**src/rtl/bus_arbiter_split_pkg.sv**
```systemverilog
// Shared types and sizing helpers for the split-capable bus arbiter.
package bus_arbiter_split_pkg;

  typedef enum logic [2:0] {
    IDLE        = 3'd0,
    OWNED       = 3'd1,
    SPLIT_FREE  = 3'd2,
    SPLIT_OWNED = 3'd3,
    RESUME      = 3'd4
  } arb_state_t;

  function automatic int owner_w(input int num_m);
    return (num_m <= 2) ? 1 : $clog2(num_m);
  endfunction

endpackage

```
**src/rtl/bus_arbiter_split_rr_pick.sv**
```systemverilog
// Combinational round-robin selector: first set mask bit at or above the pointer, wrapping.
module bus_arbiter_split_rr_pick
  import bus_arbiter_split_pkg::*;
#(
  parameter  int NUM_M   = 2,
  localparam int OWNER_W = owner_w(NUM_M)
) (
  input  logic [NUM_M-1:0]   i_mask,
  input  logic [OWNER_W-1:0] i_ptr,
  output logic [OWNER_W-1:0] o_idx,
  output logic               o_found
);

  logic [NUM_M-1:0]   w_rot;
  logic [OWNER_W-1:0] w_ofs;
  logic [OWNER_W:0]   w_sum;

  assign w_rot = NUM_M'({i_mask, i_mask} >> i_ptr);

  // Descending scan so the lowest set bit of the rotated mask is what remains.
  always_comb begin
    w_ofs   = {OWNER_W{1'b0}};
    o_found = 1'b0;
    for (int k = NUM_M - 1; k >= 0; k--) begin
      w_ofs   = w_rot[k] ? OWNER_W'(k) : w_ofs;
      o_found = o_found | w_rot[k];
    end
  end

  assign w_sum = {1'b0, i_ptr} + {1'b0, w_ofs};
  assign o_idx = (w_sum >= (OWNER_W+1)'(NUM_M)) ? OWNER_W'(w_sum - (OWNER_W+1)'(NUM_M))
                                                 : OWNER_W'(w_sum);

endmodule

```
**src/rtl/bus_arbiter_split.sv**
```systemverilog
// Round-robin bus arbiter that parks a split master, lends the bus out,
// and re-grants the parked master with a one-cycle resume pulse.
module bus_arbiter_split
  import bus_arbiter_split_pkg::*;
#(
  parameter  int NUM_M         = 2,
  parameter  int SPLIT_TIMEOUT = 255,
  localparam int OWNER_W       = owner_w(NUM_M)
) (
  input  logic               CLK,
  input  logic               RSTN,
  input  logic [NUM_M-1:0]   M_BREQ,
  output logic [NUM_M-1:0]   M_BGRANT,
  output logic [OWNER_W-1:0] BUS_OWNER,
  output logic               BUS_VALID,
  input  logic               B_SBSY,
  output logic               B_SPLIT,
  output logic               B_SPL_RESUME,
  output logic               SPLIT_ERR
);

  localparam int                 CNT_W    = $clog2(SPLIT_TIMEOUT + 1);
  localparam logic [CNT_W-1:0]   CNT_MAX  = CNT_W'(SPLIT_TIMEOUT);
  localparam logic [OWNER_W-1:0] LAST_IDX = OWNER_W'(NUM_M - 1);
  localparam logic [NUM_M-1:0]   ONE_M    = {{(NUM_M-1){1'b0}}, 1'b1};

  arb_state_t         r_state;
  logic [OWNER_W-1:0] r_rr_ptr;
  logic [OWNER_W-1:0] r_split_idx;
  logic [CNT_W-1:0]   r_cnt;
  logic [NUM_M-1:0]   r_grant;
  logic [OWNER_W-1:0] r_owner;
  logic               r_valid;
  logic               r_split;
  logic               r_resume;
  logic               r_err;

  logic               w_split_pend;
  logic [NUM_M-1:0]   w_split_bit;
  logic [NUM_M-1:0]   w_owner_bit;
  logic [NUM_M-1:0]   w_elig;
  logic               w_owner_req;
  logic               w_split_req;
  logic [CNT_W-1:0]   w_cnt_nxt;
  logic               w_expire;
  logic               w_abort;
  logic [OWNER_W-1:0] w_win;
  logic               w_found;
  logic [NUM_M-1:0]   w_win_bit;
  logic [OWNER_W-1:0] w_ptr_nxt;

  assign w_split_pend = (r_state == SPLIT_FREE) || (r_state == SPLIT_OWNED);
  assign w_split_bit  = ONE_M << r_split_idx;
  assign w_owner_bit  = ONE_M << r_owner;
  assign w_elig       = M_BREQ & ~(w_split_pend ? w_split_bit : {NUM_M{1'b0}});
  assign w_owner_req  = |(M_BREQ & w_owner_bit);
  assign w_split_req  = |(M_BREQ & w_split_bit);
  // The counter reaching the limit on this edge ends the split on this same edge.
  assign w_cnt_nxt    = (r_cnt == CNT_MAX) ? r_cnt : r_cnt + 1'b1;
  assign w_expire     = (w_cnt_nxt == CNT_MAX);
  assign w_abort      = w_expire || !w_split_req;
  assign w_win_bit    = ONE_M << w_win;
  assign w_ptr_nxt    = (w_win == LAST_IDX) ? {OWNER_W{1'b0}} : w_win + 1'b1;

  bus_arbiter_split_rr_pick #(.NUM_M(NUM_M)) u_rr_pick (
    .i_mask  (w_elig),
    .i_ptr   (r_rr_ptr),
    .o_idx   (w_win),
    .o_found (w_found)
  );

  // Arbitration FSM, split bookkeeping, timeout counter and all bus outputs.
  always_ff @(posedge CLK or negedge RSTN) begin
    if (!RSTN) begin
      r_state     <= IDLE;
      r_rr_ptr    <= {OWNER_W{1'b0}};
      r_split_idx <= {OWNER_W{1'b0}};
      r_cnt       <= {CNT_W{1'b0}};
      r_grant     <= {NUM_M{1'b0}};
      r_owner     <= {OWNER_W{1'b0}};
      r_valid     <= 1'b0;
      r_split     <= 1'b0;
      r_resume    <= 1'b0;
      r_err       <= 1'b0;
    end else begin
      r_resume <= 1'b0;
      r_err    <= 1'b0;
      case (r_state)
        IDLE: begin
          if (w_found) begin
            r_grant  <= w_win_bit;
            r_owner  <= w_win;
            r_valid  <= 1'b1;
            r_rr_ptr <= w_ptr_nxt;
            r_state  <= OWNED;
          end
        end
        OWNED: begin
          if (!w_owner_req) begin
            r_grant <= {NUM_M{1'b0}};
            r_valid <= 1'b0;
            r_state <= IDLE;
          end else if (B_SBSY) begin
            r_grant     <= {NUM_M{1'b0}};
            r_valid     <= 1'b0;
            r_split     <= 1'b1;
            r_split_idx <= r_owner;
            r_cnt       <= {CNT_W{1'b0}};
            r_state     <= SPLIT_FREE;
          end
        end
        SPLIT_FREE: begin
          r_cnt <= w_cnt_nxt;
          // A vanished split master cancels even a ready slave; otherwise resume beats timeout.
          if (!w_split_req || (B_SBSY && w_expire)) begin
            r_split <= 1'b0;
            r_err   <= 1'b1;
            r_state <= IDLE;
          end else if (!B_SBSY) begin
            r_grant  <= w_split_bit;
            r_owner  <= r_split_idx;
            r_valid  <= 1'b1;
            r_resume <= 1'b1;
            r_state  <= RESUME;
          end else if (w_found) begin
            r_grant  <= w_win_bit;
            r_owner  <= w_win;
            r_valid  <= 1'b1;
            r_rr_ptr <= w_ptr_nxt;
            r_state  <= SPLIT_OWNED;
          end
        end
        SPLIT_OWNED: begin
          r_cnt <= w_cnt_nxt;
          if (w_abort) begin
            r_split <= 1'b0;
            r_err   <= 1'b1;
            if (w_owner_req) begin
              r_state <= OWNED;
            end else begin
              r_grant <= {NUM_M{1'b0}};
              r_valid <= 1'b0;
              r_state <= IDLE;
            end
          end else if (!w_owner_req) begin
            r_grant <= {NUM_M{1'b0}};
            r_valid <= 1'b0;
            r_state <= SPLIT_FREE;
          end
        end
        RESUME: begin
          r_split <= 1'b0;
          r_state <= OWNED;
        end
        default: begin
          r_grant <= {NUM_M{1'b0}};
          r_valid <= 1'b0;
          r_split <= 1'b0;
          r_state <= IDLE;
        end
      endcase
    end
  end

  assign M_BGRANT     = r_grant;
  assign BUS_OWNER    = r_owner;
  assign BUS_VALID    = r_valid;
  assign B_SPLIT      = r_split;
  assign B_SPL_RESUME = r_resume;
  assign SPLIT_ERR    = r_err;

endmodule

```
**config.mk**
```make
export PLATFORM = sky130hd
export DESIGN_NAME = bus_arbiter_split
export DESIGN_NICKNAME = d
export VERILOG_FILES = /design/src/rtl/bus_arbiter_split_pkg.sv /design/src/rtl/bus_arbiter_split_rr_pick.sv /design/src/rtl/bus_arbiter_split.sv
export SDC_FILE = /design/constraint.sdc
export NUM_CORES = 1
export LEC_CHECK = 0
export ABC_AREA = 1
export CAP_MARGIN = 0
export CORE_MARGIN = 2
export CORE_UTILIZATION = 50
export CTS_BUF_LIST = sky130_fd_sc_hd__clkbuf_4 sky130_fd_sc_hd__clkbuf_8 sky130_fd_sc_hd__clkbuf_16
export CTS_CLUSTER_DIAMETER = 200
export DETAILED_ROUTE_END_ITERATION = 7
export PLACE_DENSITY = 0.75
export SYNTH_ARGS = -nofsm -noshare
export SYNTH_HDL_FRONTEND = slang
export SYNTH_SLANG_ARGS = --single-unit
```
**constraint.sdc**
```tcl
create_clock -name CLK -period 2.55 [get_ports CLK]
set_input_delay 0.51 -clock CLK [delete_from_list [all_inputs] [get_ports CLK]]
set_output_delay 0.51 -clock CLK [all_outputs]
set_load 0.01 [all_outputs]
```
==> results.cfg <==
[setup_path]
critical_path_peak_fanout = 4
worst-endpoint-required_ns = 2.75
worstPathArrival_ns = 2.16
worst-setup-path-type = input port to flop
worst_setup_path_start_kind = input port
endpoint_kind = flop

[synthesis]
ys_top_cells_by_count = nand2_1 (52), nand3_1 (22), inv_1 (21)
ys_seq_area_share_pct = 36.40
yosysWarningCount = 0
post_synth_instance_area_sq_um = 1375
synth_most_common_cell = nand2_1
synth_cell_type_count = 27
yosys.area.top_type = dfrtp_1
yosysTopAreaCellShare_pct = 36.40
synthFlopType = dfrtp_1
synth_edf_count = 0
syn-mean-instance-area_sq_um = 7.237
synthesis.nets = 196
post_synth_main_area_contributors = dfrtp_1 (36%), nand2_1 (14%), nand3_1 (8.0%)
number_of_cells_produced_by_synthesis = 190
ys_async_sr_fraction_pct = 100.0
synth_seq_cells = 20

[pwr]
switching_part_of_the_total_power_pct = 48.43
p_comb_share_pct = 55.2
internal_power_w = 0.0008758
sequentialPowerShare_pct = 36.2
power.density_nw_per_um2 = 1091
leakage_nw = 0.7814
power_switching_w = 0.0008225
clock_power_share_pct = 8.6
vdd_ir_drop_max_mv = 0.5886

[floorplanning]
std_cell_rows = 19
die_h_microns = 56.44
core_region_area_sq_um = 2686
design.portCount = 12
fp.dieW_microns = 56.44
design.die.area_sq_um = 3185
initial_utilization_pct = 51.19

[drt]
drt_iter0_markers = 70
wirelength_mm = 2.985
wire_per_inst_microns = 12.65
route.detailed.drc = 0
routed-via-count = 1271
via_per_inst = 5.386
detail_route.first_pass.iterations = 4
route.antenna.remaining_nets = 0

[layout]
multi_input_comb_area_sq_um = 775.7
area_growth_pct = 13.19
filler_cell_count = 255
layout.area.seq_sq_um = 500.5
layout-drive-gt1-share_pct = 17.07
layout.cell_area.non_filler_sq_um = 1556
finalNetCount = 213
antenna_cells = 0

[sta]
final_period_minus_worst_setup_slack_ns = 1.964
finalClockSkew_ns = 0.008484
tns_ns = 0
highest_clock_rate_mhz = 509.2
setup_viol = 0
timing_hold_violations_final = 0
timing.final.crit_share_pct = 77.02
rsz0062_at_grt = no
finalMaxSlewViolations = 0
tightest_slew_ns = 0.4294
timing.max_slew.rel_slack_pct = 71.07

[clock_tree]
ctsRootBufferMaster = clkbuf_4
clock_pin_slew_of_the_registers_on_the_worst_case_setup_and_hold_paths_ns = 0.10
worst_skew_pair_latency_ns = 0.30
cts_repair_resize_count = 0
cts_tree = done
post_cts.repair.setup_buffers = 0
ctsLongestPathBuffers = 2
numCtsBuffers = 3
clock_sinks = 20
htreeDepth = 1
cts-hold-fix-buffers = 0

[worst_hold_path]
classification_of_the_worst_slack_hold_path = flop to flop

[grt]
grt.total_usage_pct = 21.67
antenna_found_initial = 0
pin_count_of_the_biggest_net_entering_global_routing = 21
grt_pass1_wl_mm = 5.554
number_of_global_route_vias_before_repair = 1331
grt-ovfl-total = 0

[placement]
dp_hpwl_mm = 2.309
placed_cell_area_sq_um = 1534
place_congestion = 0.9709
io_buffers = 11

[run]
cap_violations = 0

[status]
run_status = complete, no violations
## layout by cell type, fill, tap and decap left out, drive strengths merged
cell type,n
nand2,65
a22oi,1
o21ai,17
a21oi,3
nand3,25
a31oi,1
clkdlybuf4s50,11
ha,1
nor2,20
clkbuf,3
inv,25
o31ai,2
nand4,2
dfrtp,20
nor3,2
buf,2
a21boi,1
o22ai,3
a211oi,1
## registers in the layout (all words and copies together), names as in the netlist
register / cells
BUS_OWNER: 1
r_state: 3
B_SPLIT: 1
BUS_VALID: 1
B_SPL_RESUME: 1
r_cnt: 8
r_rr_ptr: 1
SPLIT_ERR: 1
M_BGRANT: 2
r_split_idx: 1
## path summary, 6_finish.rpt
| kind | startpoint | end | slack, ns | cells past startpoint |
|---|---|---|---|---|
| max in group asynchronous | RSTN | SPLIT_ERR | 1.79 | 2 |
| min in group asynchronous | RSTN | r_cnt[4] | 0.54 | 2 |
| worst max register to register | r_cnt[1] | BUS_VALID | 0.61 | 12 |
| worst min register to register | B_SPLIT | B_SPLIT | 0.48 | 2 |
| worst min-delay path | B_SPLIT | B_SPLIT | 0.48 | 2 |
| worst max-delay path | M_BREQ[0] | r_state[0] | 0.59 | 10 |
## area by class of cell
class                      instances  share of cell area [%]
tap                               31                   2.492
timing repair buffer              13                   8.039
sequential                        20                   32.15
clock buffer                       3                   1.447
inverter                          25                   6.029
multi-input combinational        144                   49.84
## layer usage
metal / track usage, % / up-vias / wire [microns]
li1: - / 652 / -
met1: 27.92 / 581 / 1316
met2: 36.05 / 34 / 1522
met3: 2.765 / 4 / 107
met4: 9.864 / 0 / 38
met5: 0 / - / 0
## cell families after synthesis
kind of cell / share of synthesized area [%]
flip-flops: 36.40
AND/OR/NAND/NOR: 41.77
adder cells (fa/ha/maj): 0.9098
AO/OA/AOI/OAI: 13.74
buffers and inverters: 7.188
## power groups by stage
stage	clock [W]	combinational, W	sequential, W
final	0.000147	0.000937	0.000614
after global routing	0.000165	0.00108	0.000641
after CTS	0.000158	0.000938	0.000613
after detailed placement	0	0.000934	0.000619
after global placement	0	0.000910	0.000614
after floorplan	0	0.000688	0.000596
## worst max-delay path: stages
cell and delay [ns]:
clkdlybuf4s50_1 0.50, inv_1 0.08, o21ai_0 0.37, nand2_1 0.16
o22ai_1 0.24, inv_1 0.09, nand2_1 0.08, nor2_1 0.04
nand2_1 0.05, nand2_1 0.04
## stage by stage
| stage | worst slack, ns | std cells | utilization (%) | hold slack, ns | power [W] |
|---|---|---|---|---|---|
| 2_1_floorplan | 0.8624 | 190 | - | 0.2144 | 0.001284 |
| 6_report | 0.5861 | 236 | 57.94 | 0.4827 | 0.001698 |
| 4_1_cts | 0.6175 | 236 | 57.94 | 0.4846 | 0.001708 |
| 5_1_grt | 0.3785 | 236 | 57.94 | 0.5123 | 0.001883 |
| 3_3_place_gp | 0.3798 | 233 | 57.10 | 0.4552 | 0.001524 |
| 3_5_place_dp | 0.3072 | 233 | 57.10 | 0.4601 | 0.001553 |
No activity file was read; power rests on OpenSTA's default activity.
